[src/rtl/serial_pkg.sv]
// Shared types and line levels for the bit-serial transmitter.
package serial_pkg;

    typedef enum logic [2:0] {
        IDLE   = 3'd0,
        START  = 3'd1,
        DATA   = 3'd2,
        PARITY = 3'd3,
        STOP   = 3'd4
    } tx_state_t;

    localparam logic TX_IDLE_LEVEL = 1'b1;
    localparam logic START_LEVEL   = 1'b0;
    localparam logic STOP_LEVEL    = 1'b1;

endpackage

[src/rtl/bit_tick_gen.sv]
// Bit-period timer: tick pulses on the last clock of every BIT_CYCLES-clock bit.
// While clear is high the count is held at zero, so the first bit after clear is full length.
module bit_tick_gen #(
    parameter int BIT_CYCLES = 4
) (
    input  logic Clk,
    input  logic Resetn,
    input  logic clear,
    output logic tick
);

    localparam int            CW   = $clog2(BIT_CYCLES + 1);
    localparam logic [CW-1:0] LAST = CW'(BIT_CYCLES - 1);

    logic [CW-1:0] r_cnt;

    always_ff @(posedge Clk or negedge Resetn) begin
        if (!Resetn)
            r_cnt <= '0;
        else if (clear || tick)
            r_cnt <= '0;
        else
            r_cnt <= r_cnt + CW'(1);
    end

    assign tick = !clear && (r_cnt == LAST);

endmodule

[src/rtl/serial_bit_tx.sv]
// Bit-serial transmitter: start bit, WIDTH data bits LSB first, optional even parity, stop bit.
// Define SERIAL_TX_PARITY_EN to insert the parity bit between the data bits and the stop bit.
module serial_bit_tx
    import serial_pkg::*;
#(
    parameter int WIDTH      = 8,
    parameter int BIT_CYCLES = 4
) (
    input  logic             Clk,
    input  logic             Resetn,
    input  logic             Load,
    input  logic [WIDTH-1:0] Data,
    output logic             Tx,
    output logic             Busy,
    output logic             Done
);

    localparam int            BW       = $clog2(WIDTH + 1);
    localparam logic [BW-1:0] LAST_BIT = BW'(WIDTH - 1);

    tx_state_t        r_state;
    logic [WIDTH-1:0] r_shift;
    logic [BW-1:0]    r_bit_cnt;
    logic             r_tx;
    logic             r_busy;
    logic             w_tick;
    logic             w_clear;
    logic [WIDTH-1:0] w_shift_nxt;
`ifdef SERIAL_TX_PARITY_EN
    logic             r_parity;
`endif

    // Timer is parked in IDLE so the start bit always gets its full BIT_CYCLES.
    assign w_clear     = (r_state == IDLE);
    assign w_shift_nxt = r_shift >> 1;

    bit_tick_gen #(.BIT_CYCLES(BIT_CYCLES)) u_tick (
        .Clk    (Clk),
        .Resetn (Resetn),
        .clear  (w_clear),
        .tick   (w_tick)
    );

    always_ff @(posedge Clk or negedge Resetn) begin
        if (!Resetn) begin
            r_state   <= IDLE;
            r_shift   <= '0;
            r_bit_cnt <= '0;
            r_tx      <= TX_IDLE_LEVEL;
            r_busy    <= 1'b0;
`ifdef SERIAL_TX_PARITY_EN
            r_parity  <= 1'b0;
`endif
        end else begin
            case (r_state)
                IDLE: begin
                    r_tx <= TX_IDLE_LEVEL;
                    if (Load) begin
                        r_shift   <= Data;
                        r_bit_cnt <= '0;
                        r_busy    <= 1'b1;
                        r_tx      <= START_LEVEL;
                        r_state   <= START;
`ifdef SERIAL_TX_PARITY_EN
                        r_parity  <= ^Data;
`endif
                    end
                end
                START: if (w_tick) begin
                    r_tx    <= r_shift[0];
                    r_state <= DATA;
                end
                DATA: if (w_tick) begin
                    if (r_bit_cnt == LAST_BIT) begin
                        r_bit_cnt <= '0;
`ifdef SERIAL_TX_PARITY_EN
                        r_tx      <= r_parity;
                        r_state   <= PARITY;
`else
                        r_tx      <= STOP_LEVEL;
                        r_state   <= STOP;
`endif
                    end else begin
                        r_shift   <= w_shift_nxt;
                        r_tx      <= w_shift_nxt[0];
                        r_bit_cnt <= r_bit_cnt + BW'(1);
                    end
                end
`ifdef SERIAL_TX_PARITY_EN
                PARITY: if (w_tick) begin
                    r_tx    <= STOP_LEVEL;
                    r_state <= STOP;
                end
`endif
                STOP: if (w_tick) begin
                    r_busy  <= 1'b0;
                    r_tx    <= TX_IDLE_LEVEL;
                    r_state <= IDLE;
                end
                default: r_state <= IDLE;
            endcase
        end
    end

    assign Tx   = r_tx;
    assign Busy = r_busy;
    // Decoded from state and timer flops only; high on the final stop-bit clock.
    assign Done = (r_state == STOP) && w_tick;

endmodule

[config.mk]
export PLATFORM = sky130hd
export DESIGN_NAME = serial_bit_tx
export DESIGN_NICKNAME = d
export VERILOG_FILES = /design/src/rtl/serial_pkg.sv /design/src/rtl/bit_tick_gen.sv /design/src/rtl/serial_bit_tx.sv
export SDC_FILE = /design/constraint.sdc
export NUM_CORES = 1
export LEC_CHECK = 0
export CORE_UTILIZATION = 52
export CTS_CLUSTER_DIAMETER = 30
export CTS_CLUSTER_SIZE = 25
export DETAILED_ROUTE_END_ITERATION = 7
export GPL_ROUTABILITY_DRIVEN = 0
export HOLD_SLACK_MARGIN = 0.02
export PLACE_DENSITY = 0.76
export SYNTH_ARGS = -nofsm -noshare
export SYNTH_HDL_FRONTEND = slang
export SYNTH_SLANG_ARGS = --single-unit
[constraint.sdc]
create_clock -name Clk -period 2.1 [get_ports Clk]
set_input_delay 0.42 -clock Clk [delete_from_list [all_inputs] [get_ports Clk]]
set_output_delay 0.42 -clock Clk [all_outputs]
set_load 0.005 [all_outputs]
==> flow_metrics.py, run 1 <==
metrics = {
    "timing": {
        "slew_viol_final": 0,
        "finalSetupTns_ns": 0,
        "relSlewSlack_pct": 63.6,
        "hold_violations": 0,
        "final.min_clock_period_ns": 1.83,
        "setup_violations": 0,
        "worst_pin_slew_ns": 0.544,
        "fin_crit_sh_pct": 87.3,
        "rsz0062_at_grt": "false",
        "fin_skew_ns": 0.000801,
        "fmax_mhz": 545,
    },
    "yosys": {
        "async_flop_share_pct": 100,
        "synth_adder_area_share_pct": 4.62,
        "yosysTopAreaCell": "dfrtp_1",
        "synth-edff-count": 0,
        "synth_warnings": 0,
        "syn_inst": 103,
        "syn_area_per_cell_sq_um": 9.99,
        "synth_nets": 117,
        "synthSimpleGateAreaFrac_pct": 18.0,
        "synth_xor_area_share_pct": 0,
        "synth_top_family_by_area": "simple AND/OR/NAND/NOR gates",
        "synth_top_area_share_pct": 46.2,
        "synth-compound-area-share_pct": 15.0,
        "ys_seq_area_share_pct": 48.8,
        "synth_cell_type_count": 29,
        "synthesis.area_sq_um": 1030,
        "yosysMostFrequentCell": "dfrtp_1",
        "synthFlopType": "dfrtp_1",
        "muxShareOfSynthArea_pct": 8.76,
        "yosys_register_bits": 20,
        "ys_top_cells_by_area": "dfrtp_1, mux2i_1, a21oi_1, nor2_1, ha_1",
        "synth_common_cells": "dfrtp_1, nor2_1, a21oi_1",
    },
    "setup_path": {
        "endpoint_kind": "flop",
        "startpoint_type": "flop",
        "worst-setup-path-type": "reg -> reg",
        "r2r_setup_slack_ns": 0.27,
        "critPathArrivalTime_ns": 2.06,
        "crit_path_max_fanout": 15,
        "worstPathRequired_ns": 2.33,
    },
    "floorplan": {
        "io_pins": 14,
        "dieArea_sq_um": 2160,
        "die_w_um": 46.5,
        "rows": 15,
        "die_h_um": 46.5,
        "start_util_pct": 57.7,
        "coreArea_sq_um": 1780,
    },
    "clock_tree": {
        "post_cts_buffers": 0,
        "clockBufferDepth": 2,
        "holdBufCountCts": 0,
        "clk_pin_slew_ns": 0.11,
        "htreeDepth": 1,
        "clk_latency_ns": 0.30,
        "ctsResizeCount": 3,
        "cts-root-buf": "clkbuf_4",
        "cts.sinks": 20,
        "cts_tree": "yes",
        "cts-buffers-inserted": 3,
    },
    "routing": {
        "avgViaCountPerCell": 5.41,
        "firstDrtPassIters": 4,
        "wl_mm": 1.91,
        "vias": 790,
        "wl_per_cell_um": 13.1,
        "drc": 0,
        "antenna_left": 0,
        "drt_iter0_drc": 6,
    },
    "final_layout": {
        "seqCellArea_sq_um": 502,
        "fillers": 138,
        "layout.nets": 136,
        "antenna_cells": 0,
        "area_growth_pct": 22.1,
        "layout-drive-gt1-share_pct": 12.4,
        "multi_input_area_sq_um": 497,
        "final_cells": 146,
    },
    "power": {
        "power.density_nw_per_um2": 1050,
        "ir_drop_mv": 0.692,
        "p_leak_nw": 0.526,
    },
    "grt": {
        "grt_max_degree": 16,
        "grt_use_met2_pct": 32.8,
        "grt-ovfl-total": 0,
        "busiest_layer": "met2",
        "use_met3_pct": 2.35,
        "antenna_found_initial": 0,
        "grtUsageTotal_pct": 20.8,
        "grt_pass1_wl_mm": 3.04,
        "grt_pass1_vias": 690,
        "use_met1_pct": 28.0,
    },
    "flow_run": {
        "drv_cap": 0,
    },
    "placed_design": {
        "port_buffers": 13,
        "place_hpwl_mm": 1.42,
        "dp_cells": 142,
    },
    "outcome": {
        "status": "finished clean",
    },
    "hold_path": {
        "hp-class": "reg -> reg",
    },
}
-- sequential cells by signal (all words and copies together), names as in the netlist --
name and flops:
Busy 1, r_bit_cnt 4, r_state 3, u_tick.r_cnt 3, r_shift 8, Tx 1
-- worst max-delay path, cell delays in order, from the launching register on --
cell       delay, ns
dfrtp_1         0.37
ha_2            0.19
ha_4            0.15
buf_4           0.15
mux2i_1         0.14
a2111oi_4       0.33
buf_4           0.25
nor2_1          0.06
a21oi_1         0.13
-- cell usage in the layout, fill, tap and decap left out, types with 2 or more instances in the layout --
cell	instances
inv_1	4
clkbuf_4	3
mux2i_1	9
dfrtp_1	19
o41ai_1	2
clkdlybuf4s50_1	12
nor3b_1	2
a21oi_1	10
buf_4	7
nor3_1	5
nand3_1	4
o21ai_0	7
nand2_1	7
nor2_1	11
-- worst paths after layout --
| check | startpoint | end | cells after the start |
|---|---|---|---|
| hold / removal | u_tick.r_cnt[0] | u_tick.r_cnt[0] | 1 |
| max in group asynchronous | Resetn | r_shift[7] | 2 |
| setup / recovery | u_tick.r_cnt[0] | r_shift[1] | 8 |
| min in group asynchronous | Resetn | r_bit_cnt[3] | 1 |
| setup reg to reg | u_tick.r_cnt[0] | r_shift[1] | 8 |
| hold reg to reg | u_tick.r_cnt[0] | u_tick.r_cnt[0] | 1 |
-- stage by stage --
step	hold WS [ns]	utilization (%)	total power, mW	instance area, sq um	worst slack [ns]
floorplan	0.124	-	0.961	1030	0.379
CTS	0.452	70.3	1.32	1250	0.0291
global placement	0.427	68.0	1.09	1210	0.220
detailed placement	0.433	68.0	1.12	1210	0.156
global route	0.485	70.5	1.42	1260	0.135
finish	0.451	70.5	1.32	1260	0.267
-- power breakdown --
part | leakage [nW] | switching [mW] | internal, mW | total, mW
registers | 0.240 | 0.0674 | 0.524 | 0.591
clock network | 0.0150 | 0.115 | 0.0740 | 0.189
logic | 0.271 | 0.285 | 0.251 | 0.536
total | 0.526 | 0.467 | 0.849 | 1.32
-- layer usage --
metal | vias up | part of all wire (%)
li1 | 401 | -
met1 | 376 | 48
met2 | 9 | 48
met3 | 4 | 1.8
met4 | 0 | 2.0
met5 | - | 0
-- cell type report --
cell class / count / share of cell area [%]
clock buffer: 4 / 2.09
inverter: 4 / 1.20
multi-input combinational: 73 / 39.5
sequential: 20 / 39.9
tap: 25 / 2.49
timing repair buffer: 20 / 14.7
-- kinds of logic (layout without fill, tap and decap cells) --
family	after synthesis	after routing
flops	20	20
compound gates	23	23
buf+inv	10	28
mux	9	9
fa+ha+maj	4	4
simple gates	37	37
Power figures use the tool's default switching activity.
==> run 2: changes to the inputs <==
Settings changed: PLACE_DENSITY 0.76 to default, PLACE_DENSITY_LB_ADDON from default to 0.08, REMOVE_ABC_BUFFERS from default to 1.
==> run 2 against run 1 <==
  * Critical path depth unchanged
  * Core utilization increased by 0.56 points
  * Wire length decreased by 1.1%
  * Sequential cell count unchanged
  * Sequential share of layout area decreased by 0.32 points
  * Sequential power about the same
  * Total power increased by 2.2%
  * Worst setup slack improved by 0.015 ns
  * Non-clock buffer count unchanged
  * Via count decreased by 0.38%
  * Critical path type unchanged
  * Cell area increased by 0.80%
  * Highest routed layer unchanged
  * Critical endpoint is now r_shift[6]
  * Largest cell class unchanged
==> flow_metrics.py, run 2 (synthesis results as in run 1) <==
metrics = {
    "grt": {
        "grt_pass1_wl_mm": 3.22,
        "antenna_found_initial": 0,
        "grt_max_degree": 16,
        "grt-ovfl-total": 0,
        "grt_pass1_vias": 740,
        "grtUsageTotal_pct": 21.2,
    },
    "clock_tree": {
        "cts-buffers-inserted": 3,
        "htreeDepth": 1,
        "cts.sinks": 20,
        "clockBufferDepth": 2,
        "clk_latency_ns": 0.29,
        "cts_tree": "yes",
        "cts-root-buf": "clkbuf_4",
        "clk_pin_slew_ns": 0.12,
    },
    "routing": {
        "wl_per_cell_um": 12.9,
        "antenna_left": 0,
        "drc": 0,
        "wl_met1_um": 929,
        "avgViaCountPerCell": 5.39,
        "firstDrtPassIters": 4,
        "dr_wl_met3_um": 40,
        "drt_iter0_drc": 11,
        "top_layer_used": "met4",
        "vias": 787,
        "wl_mm": 1.89,
        "route.met2.wl_um": 893,
    },
    "setup_path": {
        "endpoint": "r_shift[6]",
        "crit_path_max_fanout": 15,
        "worst-setup-path-type": "reg -> reg",
        "critPathArrivalTime_ns": 2.04,
        "worstPathRequired_ns": 2.32,
        "r2r-end": "r_shift[6]",
        "r2r_setup_slack_ns": 0.28,
        "startpoint_type": "flop",
        "endpoint_kind": "flop",
        "reg2regPathDepth": 8,
        "r2r_start": "u_tick.r_cnt[0]",
        "crit_start": "u_tick.r_cnt[0]",
    },
    "timing": {
        "rsz0062_at_grt": "false",
        "fmax_mhz": 550,
        "hold_violations": 0,
        "fin_crit_sh_pct": 86.6,
        "worst_pin_slew_ns": 0.534,
        "setup_violations": 0,
        "slew_viol_final": 0,
        "fin_ws_ns": 0.282,
        "fin_skew_ns": 0.00881,
        "relSlewSlack_pct": 64.3,
        "final.min_clock_period_ns": 1.82,
    },
    "placed_design": {
        "dpl_worst_slack_ns": 0.158,
        "placed_cell_area_sq_um": 1210,
        "dp_cells": 142,
        "port_buffers": 13,
        "place_hpwl_mm": 1.39,
    },
    "floorplan": {
        "die_w_um": 46.5,
        "rows": 15,
        "die_h_um": 46.5,
        "io_pins": 14,
        "coreArea_sq_um": 1780,
        "start_util_pct": 57.7,
        "dieArea_sq_um": 2160,
    },
    "power": {
        "power.density_nw_per_um2": 1060,
        "p_leak_nw": 0.532,
        "ir_drop_mv": 0.710,
        "total_power_mw": 1.34,
    },
    "final_layout": {
        "mostFrequentLayoutCells": "dfrtp_1, clkdlybuf4s50_1, nor2_1",
        "seqCellArea_sq_um": 502,
        "fillers": 135,
        "mostFrequentLayoutCell": "dfrtp_1",
        "layout.nets": 136,
        "largest_register": "r_shift",
        "final_cells": 146,
        "antenna_cells": 0,
        "multi_input_area_sq_um": 497,
        "area_growth_pct": 23.1,
        "largest_reg_flops": 8,
        "fin_util_pct": 71.0,
        "reg.largest.list": "r_shift x8, r_bit_cnt x4",
        "layout-drive-gt1-share_pct": 13.2,
        "fin_area_sq_um": 1270,
    },
    "hold_path": {
        "hp-class": "reg -> reg",
        "hp-start": "u_tick.r_cnt[0]",
    },
    "outcome": {
        "status": "finished clean",
    },
    "flow_run": {
        "drv_cap": 0,
    },
}
## run 2: changes by cell type in the layout (fill, tap and decap cells not counted)
cell      change
clkbuf_8      +1
clkbuf_1      -1
## run 2: worst min path at each step
stage                            to  slack (ns)  depth (start not counted)
finish              u_tick.r_cnt[0]        0.45                          1
CTS                 u_tick.r_cnt[0]        0.46                          1
floorplan                      Busy        0.12                          0
global placement    u_tick.r_cnt[0]        0.43                          1
global route        u_tick.r_cnt[0]        0.48                          1
detailed placement  u_tick.r_cnt[0]        0.44                          1
## run 2: area by class of cell
| type | instances | area share [%] |
|---|---|---|
| sequential | 20 | 39.6 |
| multi-input combinational | 73 | 39.2 |
| timing repair buffer | 20 | 14.6 |
| clock buffer | 4 | 2.87 |
| tap | 25 | 2.47 |
| inverter | 4 | 1.19 |
## run 2: per-layer routing
metal	vias up	GRT usage [%]
met5	-	0
met4	0	7.06
met3	4	2.75
met2	8	34.7
met1	375	28.7
li1	400	-
## run 2: per-stage QoR
stage               hold WS (ns)  TNS [ns]
finish                     0.454         0
global route               0.476         0
CTS                        0.460         0
detailed placement         0.440         0
global placement           0.433         0
floorplan                  0.124    -0.720
## run 2: power breakdown
part / internal (mW) / switching, mW / total (mW)
Combinational: 0.251 / 0.280 / 0.532
Sequential: 0.524 / 0.0681 / 0.592
Clock: 0.105 / 0.116 / 0.221
Total: 0.880 / 0.464 / 1.34
## run 2: worst max-delay path, stage by stage, from the launching register on
cell and delay [ns]:
dfrtp_1 0.37, ha_2 0.19, ha_4 0.15, buf_4 0.15
mux2i_1 0.14, a2111oi_4 0.33, buf_4 0.24, nor2_1 0.06
a21oi_1 0.13
## run 2: what timing repair did
action | 4_1_cts | 5_1_grt
gates resized for setup | 3 | 1
setup buffers | 0 | 0
pin swaps | 0 | 1
endpoints found under the setup margin | 1 | 1
hold buffers | 0 | 0
hold endpoints to repair | 0 | 0
==> run 3: changes to the inputs <==
Settings changed: ABC_CLOCK_PERIOD_IN_PS from default to 2100.
==> results of run 3 <==
The final DEF is identical to that of run 2; final timing and power are the same.
